File: src/rtl/uart_tx.sv
// UART transmitter: one async frame per accepted word.
// Frame = start bit, DATA_BITS data bits LSB-first, optional parity bit, STOP_BITS stop bits.
// Each bit lasts exactly CLKS_PER_BIT clocks.
//
// state     | meaning
// ----------+-----------------------------------------------
// ST_IDLE   | line high, ready high, waiting for i_tx_valid
// ST_START  | driving the start bit (low)
// ST_DATA   | driving shift_q[0], shifting right per bit
// ST_PARITY | driving the accumulated parity bit
// ST_STOP   | driving stop bit(s) (high)
module uart_tx #(
  parameter int CLKS_PER_BIT = 868,
  parameter int DATA_BITS    = 8,
  parameter int PARITY       = 0,
  parameter int STOP_BITS    = 1
) (
  input  logic                 clk,
  input  logic                 rst_n,
  input  logic                 i_tx_valid,
  input  logic [DATA_BITS-1:0] i_tx_data,
  output logic                 o_tx_ready,
  output logic                 o_txd
);

  localparam int            CW        = $clog2(CLKS_PER_BIT);
  localparam logic [CW-1:0] CNT_TC    = CW'(CLKS_PER_BIT - 1);
  localparam logic [CW-1:0] CNT_ONE   = CW'(1);
  localparam logic [2:0]    LAST_DATA = 3'(DATA_BITS - 1);
  localparam logic [2:0]    LAST_STOP = 3'(STOP_BITS - 1);
  localparam logic          PAR_EN    = (PARITY != 0);
  localparam logic          PAR_ODD   = (PARITY == 1);

  if (CLKS_PER_BIT < 2 || DATA_BITS < 5 || DATA_BITS > 8 ||
      PARITY < 0 || PARITY > 2 || STOP_BITS < 1 || STOP_BITS > 2) begin : g_bad_param
    $error("uart_tx: illegal parameter value");
  end

  typedef enum logic [2:0] {
    ST_IDLE,
    ST_START,
    ST_DATA,
    ST_PARITY,
    ST_STOP
  } state_t;

  state_t                 state_q, state_d;
  logic [CW-1:0]          cnt_q, cnt_d;
  logic [2:0]             idx_q, idx_d;
  logic [DATA_BITS-1:0]   shift_q, shift_d;
  logic                   par_q, par_d;
  logic                   txd_q, txd_d;
  logic                   cnt_done;

  assign cnt_done   = (cnt_q == CNT_TC);
  assign o_tx_ready = (state_q == ST_IDLE);
  assign o_txd      = txd_q;

  // State and datapath registers; txd is registered from the next-state decode
  // so the line changes on the same edge as the state.
  always_ff @(posedge clk or negedge rst_n) begin
    if (!rst_n) begin
      state_q <= ST_IDLE;
      cnt_q   <= '0;
      idx_q   <= '0;
      shift_q <= '0;
      par_q   <= 1'b0;
      txd_q   <= 1'b1;
    end else begin
      state_q <= state_d;
      cnt_q   <= cnt_d;
      idx_q   <= idx_d;
      shift_q <= shift_d;
      par_q   <= par_d;
      txd_q   <= txd_d;
    end
  end

  // Next-state, bit timing and next line level; parity accumulates from the
  // latched shift register as bits go out, so live input data never affects it.
  always_comb begin
    state_d = state_q;
    cnt_d   = cnt_q;
    idx_d   = idx_q;
    shift_d = shift_q;
    par_d   = par_q;
    txd_d   = txd_q;
    case (state_q)
      ST_IDLE: begin
        txd_d = 1'b1;
        if (i_tx_valid) begin
          shift_d = i_tx_data;
          cnt_d   = '0;
          idx_d   = '0;
          par_d   = 1'b0;
          state_d = ST_START;
          txd_d   = 1'b0;
        end
      end
      ST_START: begin
        if (cnt_done) begin
          cnt_d   = '0;
          state_d = ST_DATA;
          txd_d   = shift_q[0];
        end else begin
          cnt_d = cnt_q + CNT_ONE;
        end
      end
      ST_DATA: begin
        if (cnt_done) begin
          cnt_d   = '0;
          par_d   = par_q ^ shift_q[0];
          shift_d = shift_q >> 1;
          if (idx_q == LAST_DATA) begin
            idx_d = '0;
            if (PAR_EN) begin
              state_d = ST_PARITY;
              txd_d   = par_q ^ shift_q[0] ^ PAR_ODD;
            end else begin
              state_d = ST_STOP;
              txd_d   = 1'b1;
            end
          end else begin
            idx_d = idx_q + 3'd1;
            txd_d = shift_q[1];
          end
        end else begin
          cnt_d = cnt_q + CNT_ONE;
        end
      end
      ST_PARITY: begin
        if (cnt_done) begin
          cnt_d   = '0;
          state_d = ST_STOP;
          txd_d   = 1'b1;
        end else begin
          cnt_d = cnt_q + CNT_ONE;
        end
      end
      ST_STOP: begin
        txd_d = 1'b1;
        if (cnt_done) begin
          cnt_d = '0;
          if (idx_q == LAST_STOP) begin
            idx_d   = '0;
            state_d = ST_IDLE;
          end else begin
            idx_d = idx_q + 3'd1;
          end
        end else begin
          cnt_d = cnt_q + CNT_ONE;
        end
      end
      default: begin
        state_d = ST_IDLE;
        txd_d   = 1'b1;
      end
    endcase
  end

endmodule

File: config.mk
export PLATFORM = sky130hd
export DESIGN_NAME = uart_tx
export DESIGN_NICKNAME = d
export VERILOG_FILES = /design/src/rtl/uart_tx.sv
export SDC_FILE = /design/constraint.sdc
export NUM_CORES = 1
export LEC_CHECK = 0
export ABC_CLOCK_PERIOD_IN_PS = 5000
export BUFFER_PORTS_ARGS = -buffer_cell sky130_fd_sc_hd__buf_2
export CAP_MARGIN = 20
export CORE_ASPECT_RATIO = 0.9
export CORE_MARGIN = 10
export CORE_UTILIZATION = 26
export DETAILED_ROUTE_END_ITERATION = 10
export PLACE_DENSITY = 0.45
export SYNTH_ARGS = -nofsm -noshare
export SYNTH_HDL_FRONTEND = slang
export SYNTH_SLANG_ARGS = --single-unit
File: constraint.sdc
create_clock -name clk -period 5 [get_ports clk]
set_input_delay 1.5 -clock clk [delete_from_list [all_inputs] [get_ports clk]]
set_output_delay 1.5 -clock clk [all_outputs]
set_load 0.03 [all_outputs]
==> reports/qor.csv, run 1 <==
metric,value,unit
syn-num-nets,153,
drt-wirelength-per-cell,14.3,µm
period_minus_slack,2.90,ns
yosysWarnings,0,
post_cts_buffers,0,
placed_cell_area,1560,µm²
wl,3070,µm
finalHoldViolCount,0,
syn_to_final_growth,10.8,%
antennaDiodeCount,0,
grt_max_degree,26,
avgSynthCellArea,10.5,µm²
crit_path_cell_trace,"nor3_1, buf_2",
synth_cell_types,48,
slew_viol_final,0,
antenna_found_initial,0,
overflow,0,
ios,13,
fin_skew,0.0121,ns
reg2reg_from,state_q[0]$_DFFE_PN0P_,
first_iter_violations,66,
max_slew_margin,0.510,
drive_above_1_share,0.284,
nets,164,
dieArea,8970,µm²
outcome,"complete, no violations",
row_count,25,
clk_root_buffer_cell,clkbuf_8,
grt_pass1_vias,1086,
via_per_inst,4.89,
cp_data_arrival_time,1.40,ns
place_inst,211,
die_y,90.9,µm
drc,0,
port_buffers,12,
fin_cells,215,
cp-end-kind,primary output,
min_from,shift_q[7]$_DFFE_PN0P_,
synth_edf_count,0,
ir_drop,133,µV
grt_pass1_wl,5310,µm
min_path_cells,1,
fmax,0.344,GHz
synthArstFlopShare,1.00,
rsz0062_at_grt,no,
fill_cells,563,
cts.sinks,25,
routabilityCongestion,0.769,
grtUsageTotal,0.0694,
cts.repair.resized,0,
period_share,0.581,
ys_top_cells_by_area,"dfrtp_1, mux2_2, ha_1, xnor2_1, nor2_1",
vias,1052,
design_area,1610,µm²
fin_util,0.302,
synth_seq_area_share,0.432,
critical_path_class,flip-flop to primary output,
hold_slack,0.507,ns
die_w,98.8,µm
cp-start-kind,flip-flop,
finalSetupViolCount,0,
clk-insertion-delay-late,0.28,ns
r2r_cells,4,
antenna_left,0,
cts_hold_buf,0,
core,5320,µm²
dr.pass1.iters,4,
reg2reg_slack,2.91,ns
cts_buffers,3,
cpMaxStageDelayCell,dfrtp_1,
syn_inst,138,
p_leak,0.676,nW
ys_seq_elements,25,
hold_end,shift_q[7]$_DFFE_PN0P_,
synth_top_area_frac,0.414,
cap_violations,0,
max_stage_delay,0.57,ns
synth_area,1450,µm²
clockBufferDepth,2,
r2r_end,cnt_q[3]$_DFFE_PN0P_,
cts_tree,yes,
hold_class,flip-flop to flip-flop,
tns,0,ns
hpwl,2230,µm
tightest_slew,0.728,ns
critPathMaxFanout,15,
clkTransAtPathRegs,0.10,ns
synth.largest_area_cell,dfrtp_1,
p_per_area,526,nW/µm²
htreeDepth,1,
start_util,0.273,
ys.flop_type,dfrtp_1,
required,3.50,ns
critical path, delay by kind of cell, from the launching register on:
family,cells,cell delay [ns]
buffers and inverters,1,0.25
AND/OR/NAND/NOR,1,0.31
flip-flops,1,0.57
report_power, final:
part | switching [W] | internal (W)
Sequential | 0.0000794 | 0.000276
Clock | 0.0000687 | 0.0000566
Combinational | 0.000191 | 0.000175
Total | 0.000339 | 0.000508
sequential cells by signal (all words and copies together), names as in the netlist:
register  count
o_txd         1
idx_q         3
cnt_q        10
state_q       3
shift_q       8
logic make-up after synthesis:
logic type | Yosys count | share of synthesized area
XOR/XNOR | 5 | 0.0302
flip-flops | 25 | 0.432
multiplexers | 16 | 0.123
buffers and inverters | 10 | 0.0353
adder cells (fa/ha/maj) | 4 | 0.0345
AO/OA/AOI/OAI | 27 | 0.144
AND/OR/NAND/NOR | 51 | 0.201
worst max path at each step:
stage	from	end	slack [ns]	cells past startpoint
final	state_q[0]$_DFFE_PN0P_	o_tx_ready	2.10	2
after global routing	state_q[0]$_DFFE_PN0P_	o_tx_ready	1.94	2
after CTS	state_q[0]$_DFFE_PN0P_	o_tx_ready	2.07	2
after detailed placement	i_tx_valid	cnt_q[7]$_DFFE_PN0P_	2.20	5
after global placement	i_tx_valid	cnt_q[7]$_DFFE_PN0P_	2.24	5
after floorplan	state_q[1]$_DFFE_PN0P_	o_tx_ready	2.21	2
layer usage:
| metal | up-vias | track usage | routed length (µm) |
|---|---|---|---|
| met5 | - | 0 | 0 |
| met4 | 0 | 0.0358 | 61 |
| met3 | 5 | 0.0122 | 84 |
| met2 | 16 | 0.106 | 1460 |
| met1 | 509 | 0.0898 | 1470 |
| li1 | 522 | - | - |
cells in the final DEF, fill, tap and decap left out, types with 2 or more instances in the layout:
cell | synthesis | final
nor3b_1 | 2 | 2
xnor2_1 | 4 | 4
nor3_1 | 6 | 6
nor4_1 | 2 | 2
a21oi_1 | 4 | 4
o21bai_1 | 2 | 2
clkbuf_8 | 0 | 3
nand2b_1 | 3 | 3
ha_1 | 4 | 4
a21o_1 | 2 | 2
or4_1 | 2 | 2
buf_2 | 1 | 12
nand4_1 | 2 | 2
a2111oi_0 | 2 | 2
nor2_1 | 9 | 9
nand2_1 | 5 | 5
mux2_2 | 15 | 15
inv_1 | 4 | 4
nand3b_1 | 2 | 2
or2_2 | 3 | 3
nand3_1 | 6 | 6
o21ai_0 | 5 | 5
a22o_1 | 2 | 2
dfrtp_1 | 24 | 24
and3_1 | 2 | 2
final cells by class:
type / count / area (µm²) / share of cell area
timing repair buffer: 12 / 60.1 / 0.0374
multi-input combinational: 103 / 773 / 0.481
clock buffer: 3 / 41.3 / 0.0257
clock inverter: 1 / 7.51 / 0.00467
sequential: 25 / 627 / 0.390
inverter: 4 / 15.0 / 0.00934
tap: 67 / 83.8 / 0.0521
synthesized netlist by cell type (2+ instances only):
| cell | number |
|---|---|
| dfrtp_1 | 24 |
| mux2_2 | 15 |
| nor2_1 | 9 |
| nand3_1 | 6 |
| nor3_1 | 6 |
| nand2_1 | 5 |
| o21ai_0 | 5 |
| a21oi_1 | 4 |
| ha_1 | 4 |
| inv_1 | 4 |
| xnor2_1 | 4 |
| nand2b_1 | 3 |
| or2_2 | 3 |
| a2111oi_0 | 2 |
| a21o_1 | 2 |
| a22o_1 | 2 |
| and3_1 | 2 |
| clkbuf_1 | 2 |
| nand3b_1 | 2 |
| nand4_1 | 2 |
| nor3b_1 | 2 |
| nor4_1 | 2 |
| o21bai_1 | 2 |
| or4_1 | 2 |
per-stage QoR:
stage                     total power, W  setup slack, ns
after floorplan                 0.000648             2.21
after global placement          0.000720             2.24
after detailed placement        0.000727             2.20
after CTS                       0.000855             2.07
after global routing            0.000919             1.94
final                           0.000846             2.10
(Power assumes the default switching activity.)
==> inputs of run 2 (changes only) <==
Settings changed: ABC_AREA set to 1, ABC_CLOCK_PERIOD_IN_PS 5000 to 2500, PLACE_DENSITY 0.45 to 0.47.
Clock period 5 ns to 2.5 ns, I/O delays scaled along.
==> run 2 against run 1 <==
Net effect:
- sequential power increased by 82%
- clock-buffer cell count unchanged
- via count increased by 30%
- area after synthesis increased by 8.2%
- largest power group unchanged
- synthesized cell count increased by 59%
- critical endpoint unchanged
- global-route usage increased by 1.2 points
- setup slack got worse by 1.5 ns
- cell count increased by 41%
==> reports/qor.csv, run 2 <==
metric,value,unit
syn-num-nets,234,
cts_tree,yes,
hpwl,2720,µm
drt-wirelength-per-cell,11.7,µm
hold_class,primary input to async pin,
p_leak,0.905,nW
cts_buffers,3,
die_w,102,µm
clk-insertion-delay-late,0.27,ns
cts.sinks,25,
syn_to_final_growth,11.2,%
syn_inst,219,
rsz0062_at_grt,no,
required,1.75,ns
p_per_area,1030,nW/µm²
antennaDiodeCount,0,
cap_violations,0,
dr.pass1.iters,4,
wl,3540,µm
met1_usage,0.102,
drive_above_1_share,0.176,
finalHoldViolCount,0,
max_slew_margin,0.607,
place_inst,299,
regMostFlops,cnt_q,
finalSetupViolCount,0,
synth_cell_types,28,
start_util,0.273,
grtUsageTotal,0.0811,
layout_common_cells,"nand2_1, dfrtp_1, inv_1",
met2_usage,0.133,
ys_top_cells_by_count,"nand2_1, dfrtp_1, inv_1",
synth.largest_area_cell,dfrtp_1,
ys_top_cells_by_area,"dfrtp_1, nand2_1, nand3_1, inv_1, nor2_1",
htreeDepth,1,
nets,249,
fin_skew,0.00649,ns
first_iter_violations,64,
top_usage_layer,met2,
ios,13,
synth_edf_count,0,
synth_area,1570,µm²
routabilityCongestion,0.821,
overflow,0,
crit_path_cell_trace,"inv_2, nand2_4, nor2_4, buf_2",
cpMaxStageDelayCell,dfrtp_1,
ys_seq_elements,25,
outcome,"complete, no violations",
synth_seq_area_share,0.399,
drc,0,
cp_top_family,flip-flops,
fin_cells,303,
ir_drop,229,µV
dieArea,9550,µm²
critPathMaxFanout,4,
clockBufferDepth,2,
largest_register_ffs,10,
avgSynthCellArea,7.17,µm²
post_cts_buffers,0,
period_share,0.775,
port_buffers,12,
reg2reg_from,cnt_q[0]$_DFFE_PN0P_,
antenna_left,0,
worst_slack,0.564,ns
critPathLaunch,state_q[1]$_DFFE_PN0P_,
final_common_cell,nand2_1,
grt_pass1_vias,1402,
cp-start-kind,flip-flop,
fmax,0.516,GHz
clk_root_buffer_cell,clkbuf_8,
ys.flop_type,dfrtp_1,
top_regs,"cnt_q x10, shift_q x8",
max_stage_delay,0.41,ns
critical_path_class,flip-flop to primary output,
die_y,93.7,µm
vias,1367,
path_buf_inv,2,
cp_data_arrival_time,1.19,ns
synth.most_common_cell,nand2_1,
period_minus_slack,1.94,ns
core,5760,µm²
cts.repair.resized,0,
synth_top_area_frac,0.382,
cts_hold_buf,0,
grt_pass1_wl,6390,µm
yosysWarnings,0,
grt_use_met3,0.0206,
synthArstFlopShare,1.00,
grt_max_degree,26,
tns,0,ns
clkTransAtPathRegs,0.09,ns
tightest_slew,0.590,ns
antenna_found_initial,0,
pre_cts_ws,0.844,ns
row_count,26,
via_per_inst,4.51,
cp-end-kind,primary output,
slew_viol_final,0,
run 2: layout make-up:
type / instances / area (µm²)
Fill cell: 620 / 4010
Clock inverter: 1 / 5.00
Tap cell: 70 / 87.6
Inverter: 29 / 111
Clock buffer: 3 / 41.3
Multi-Input combinational cell: 163 / 813
Timing Repair Buffer: 12 / 60.1
Sequential cell: 25 / 627
run 2: logic make-up (layout without fill, tap and decap cells):
logic type,Yosys count,in the layout,synth area share
DFF,25,25,0.399
and+or+nand+nor,141,141,0.417
buffers and inverters,31,45,0.0829
xor gates and xnor gates,1,1,0.00558
AOI/OAI and AO/OA,17,17,0.0637
adders and majority gates,4,4,0.0319
run 2: worst reg2reg max path, stage by stage, from the launching register on:
cell	delay, ns
dfrtp_1	0.41
ha_1	0.21
nand2_1	0.06
nor2_1	0.20
nand3_2	0.17
a21oi_2	0.25
nand2_2	0.09
nand2_1	0.06
nand2_1	0.05
run 2: final timing paths:
path | endpoint | slack [ns] | depth (start not counted)
min | cnt_q[6]$_DFFE_PN0P_ | 0.47 | 1
max | o_tx_ready | 0.56 | 4
min reg2reg | shift_q[2]$_DFFE_PN0P_ | 0.49 | 2
min in group clk | shift_q[2]$_DFFE_PN0P_ | 0.49 | 2
max reg2reg | idx_q[0]$_DFFE_PN0P_ | 0.91 | 8
max in group asynchronous | state_q[0]$_DFFE_PN0P_ | 1.64 | 1
run 2: power by group:
part	switching (W)	internal, W	leakage, nW
Clock	0.000134	0.000112	0.0255
Combinational	0.000619	0.000283	0.554
Sequential	0.000105	0.000543	0.325
Total	0.000858	0.000938	0.905
run 2: stage by stage:
step / utilization / total power [W] / area [µm²] / hold slack (ns)
global route: 0.303 / 0.00201 / 1750 / 0.517
CTS: 0.303 / 0.00182 / 1750 / 0.490
detailed placement: 0.295 / 0.00157 / 1700 / 0.464
finish: 0.303 / 0.00180 / 1750 / 0.473
floorplan: - / 0.00137 / 1570 / 0.442
global placement: 0.295 / 0.00158 / 1700 / 0.471
run 2: layer usage:
metal	vias to the layer above	share of wire
li1	721	-
met1	627	0.50
met2	17	0.46
met3	2	0.026
met4	0	0.012
met5	-	0
==> inputs of run 3 (changes only) <==
Settings changed: ABC_CLOCK_PERIOD_IN_PS 2500 to 1810, PLACE_DENSITY 0.47 to 0.45.
Clock period 2.5 ns to 1.81 ns, I/O delays scaled along.
==> run 3 against run 2 <==
Net effect:
- non-clock buffer count rose by 3
- hold slack got worse by 0.21 ns
- clock skew barely moved
- register-to-register slack got worse by 0.66 ns
- critical endpoint unchanged
- combinational power rose by 45%
- die area did not move
- cell count rose by 0.99%
- via count fell by 0.22%
==> reports/qor.csv, run 3 (synthesis results as in run 2) <==
metric,value,unit
max_slew_margin,0.611,
drc,0,
clk_root_buffer_cell,clkbuf_8,
cp_top_family,flip-flops,
placed_cell_area,1700,µm²
antennaDiodeCount,0,
crit_path_cell_trace,"inv_2, nand2_4, nor2_4, buf_4",
grt_pass1_wl,6490,µm
final_common_cell,nand2_1,
slew_viol_final,0,
max_stage_delay,0.42,ns
cp-end-kind,primary output,
cts_tree,yes,
cap_violations,0,
port_buffers,12,
drive_above_1_share,0.186,
row_count,26,
fill_cells,619,
tns,0,ns
largest_register_ffs,10,
cts.sinks,25,
grt_pass1_vias,1382,
grtUsageTotal,0.0832,
cts_hold_buf,0,
antenna_found_initial,0,
hold_class,primary input to async pin,
period_minus_slack,1.73,ns
fin_skew,0.00606,ns
die_w,102,µm
layout_common_cells,"nand2_1, dfrtp_1, inv_1",
dieArea,9550,µm²
reg2reg_slack,0.25,ns
wl,3700,µm
start_util,0.273,
reg2reg_from,state_q[2]$_DFFE_PN0P_,
routabilityCongestion,0.765,
pre_cts_ws,0.250,ns
tightest_slew,0.584,ns
drt-wirelength-per-cell,12.1,µm
ios,13,
cp_data_arrival_time,1.19,ns
die_y,93.7,µm
regMostFlops,cnt_q,
p_leak,0.920,nW
rsz0062_at_grt,no,
finalSetupViolCount,0,
top_regs,"cnt_q x10, shift_q x8",
outcome,"complete, no violations",
fin_util,0.307,
dr.pass1.iters,5,
core,5760,µm²
cpMaxStageDelayCell,dfrtp_1,
via_per_inst,4.46,
path_buf_inv,2,
ir_drop,464,µV
antenna_left,0,
overflow,0,
first_iter_violations,80,
cp-start-kind,flip-flop,
finalHoldViolCount,0,
clk-insertion-delay-late,0.27,ns
clockBufferDepth,2,
r2r_cells,8,
required,1.27,ns
critPathMaxFanout,4,
fmax,0.578,GHz
hpwl,2860,µm
p_per_area,1440,nW/µm²
worst_slack,0.0799,ns
cts_buffers,3,
design_area,1770,µm²
critical_path_class,flip-flop to primary output,
period_share,0.956,
syn_to_final_growth,12.7,%
power,0.00255,W
htreeDepth,1,
grt_max_degree,26,
clkTransAtPathRegs,0.09,ns
r2r_end,shift_q[1]$_DFFE_PN0P_,
vias,1364,
nets,252,
[run 3: routing by layer]
layer | global-route usage | part of all wire
met3 | 0.0199 | 0.023
met2 | 0.135 | 0.45
met5 | 0 | 0
met1 | 0.107 | 0.52
met4 | 0.0246 | 0.012
[run 3: stage by stage]
stage	hold slack (ns)	cells
after detailed placement	0.459	299
after floorplan	0.247	219
after global routing	0.315	306
after CTS	0.294	303
after global placement	0.461	299
final	0.262	306
[run 3: layout make-up]
class	instances	area [µm²]	area share
inverters	29	111	0.0629
clock buffers	3	41.3	0.0233
clock inverters	1	5.00	0.00283
well taps	70	87.6	0.0495
repair buffers	15	85.1	0.0481
flip-flops and latches	25	627	0.354
multi-input cells	163	813	0.459
[run 3: worst register-to-register path: stages (launching register included)]
cell and delay (ns):
dfrtp_1 0.48, nor2_2 0.17, nand2_2 0.17, inv_4 0.16, nand3_2 0.12, nand2_4 0.14
nand2_4 0.10, nand2_1 0.07, nand2_1 0.05
[run 3: how the worst max path moves through the flow]
stage                                       from                      to  slack, ns  cells after the start
after floorplan           state_q[1]$_DFFE_PN0P_  state_q[2]$_DFFE_PN0P_       0.40                      9
after global placement    state_q[2]$_DFFE_PN0P_  shift_q[7]$_DFFE_PN0P_       0.27                      8
after detailed placement    cnt_q[0]$_DFFE_PN0P_    idx_q[2]$_DFFE_PN0P_       0.25                      8
after CTS                 state_q[0]$_DFFE_PN0P_              o_tx_ready       0.02                      4
after global routing      state_q[0]$_DFFE_PN0P_              o_tx_ready      0.007                      4
final                     state_q[0]$_DFFE_PN0P_              o_tx_ready       0.08                      4
[run 3: repair_timing]
item	in CTS	in global routing
resized for setup	0	2
setup buffers	0	3
setup endpoints to repair	0	1
[run 3: power by group]
group / switching (W) / leakage [nW] / internal, W
Combinational: 0.000878 / 0.570 / 0.000431
Clock: 0.000186 / 0.0255 / 0.000154
Sequential: 0.000147 / 0.325 / 0.000750
Total: 0.00121 / 0.920 / 0.00134
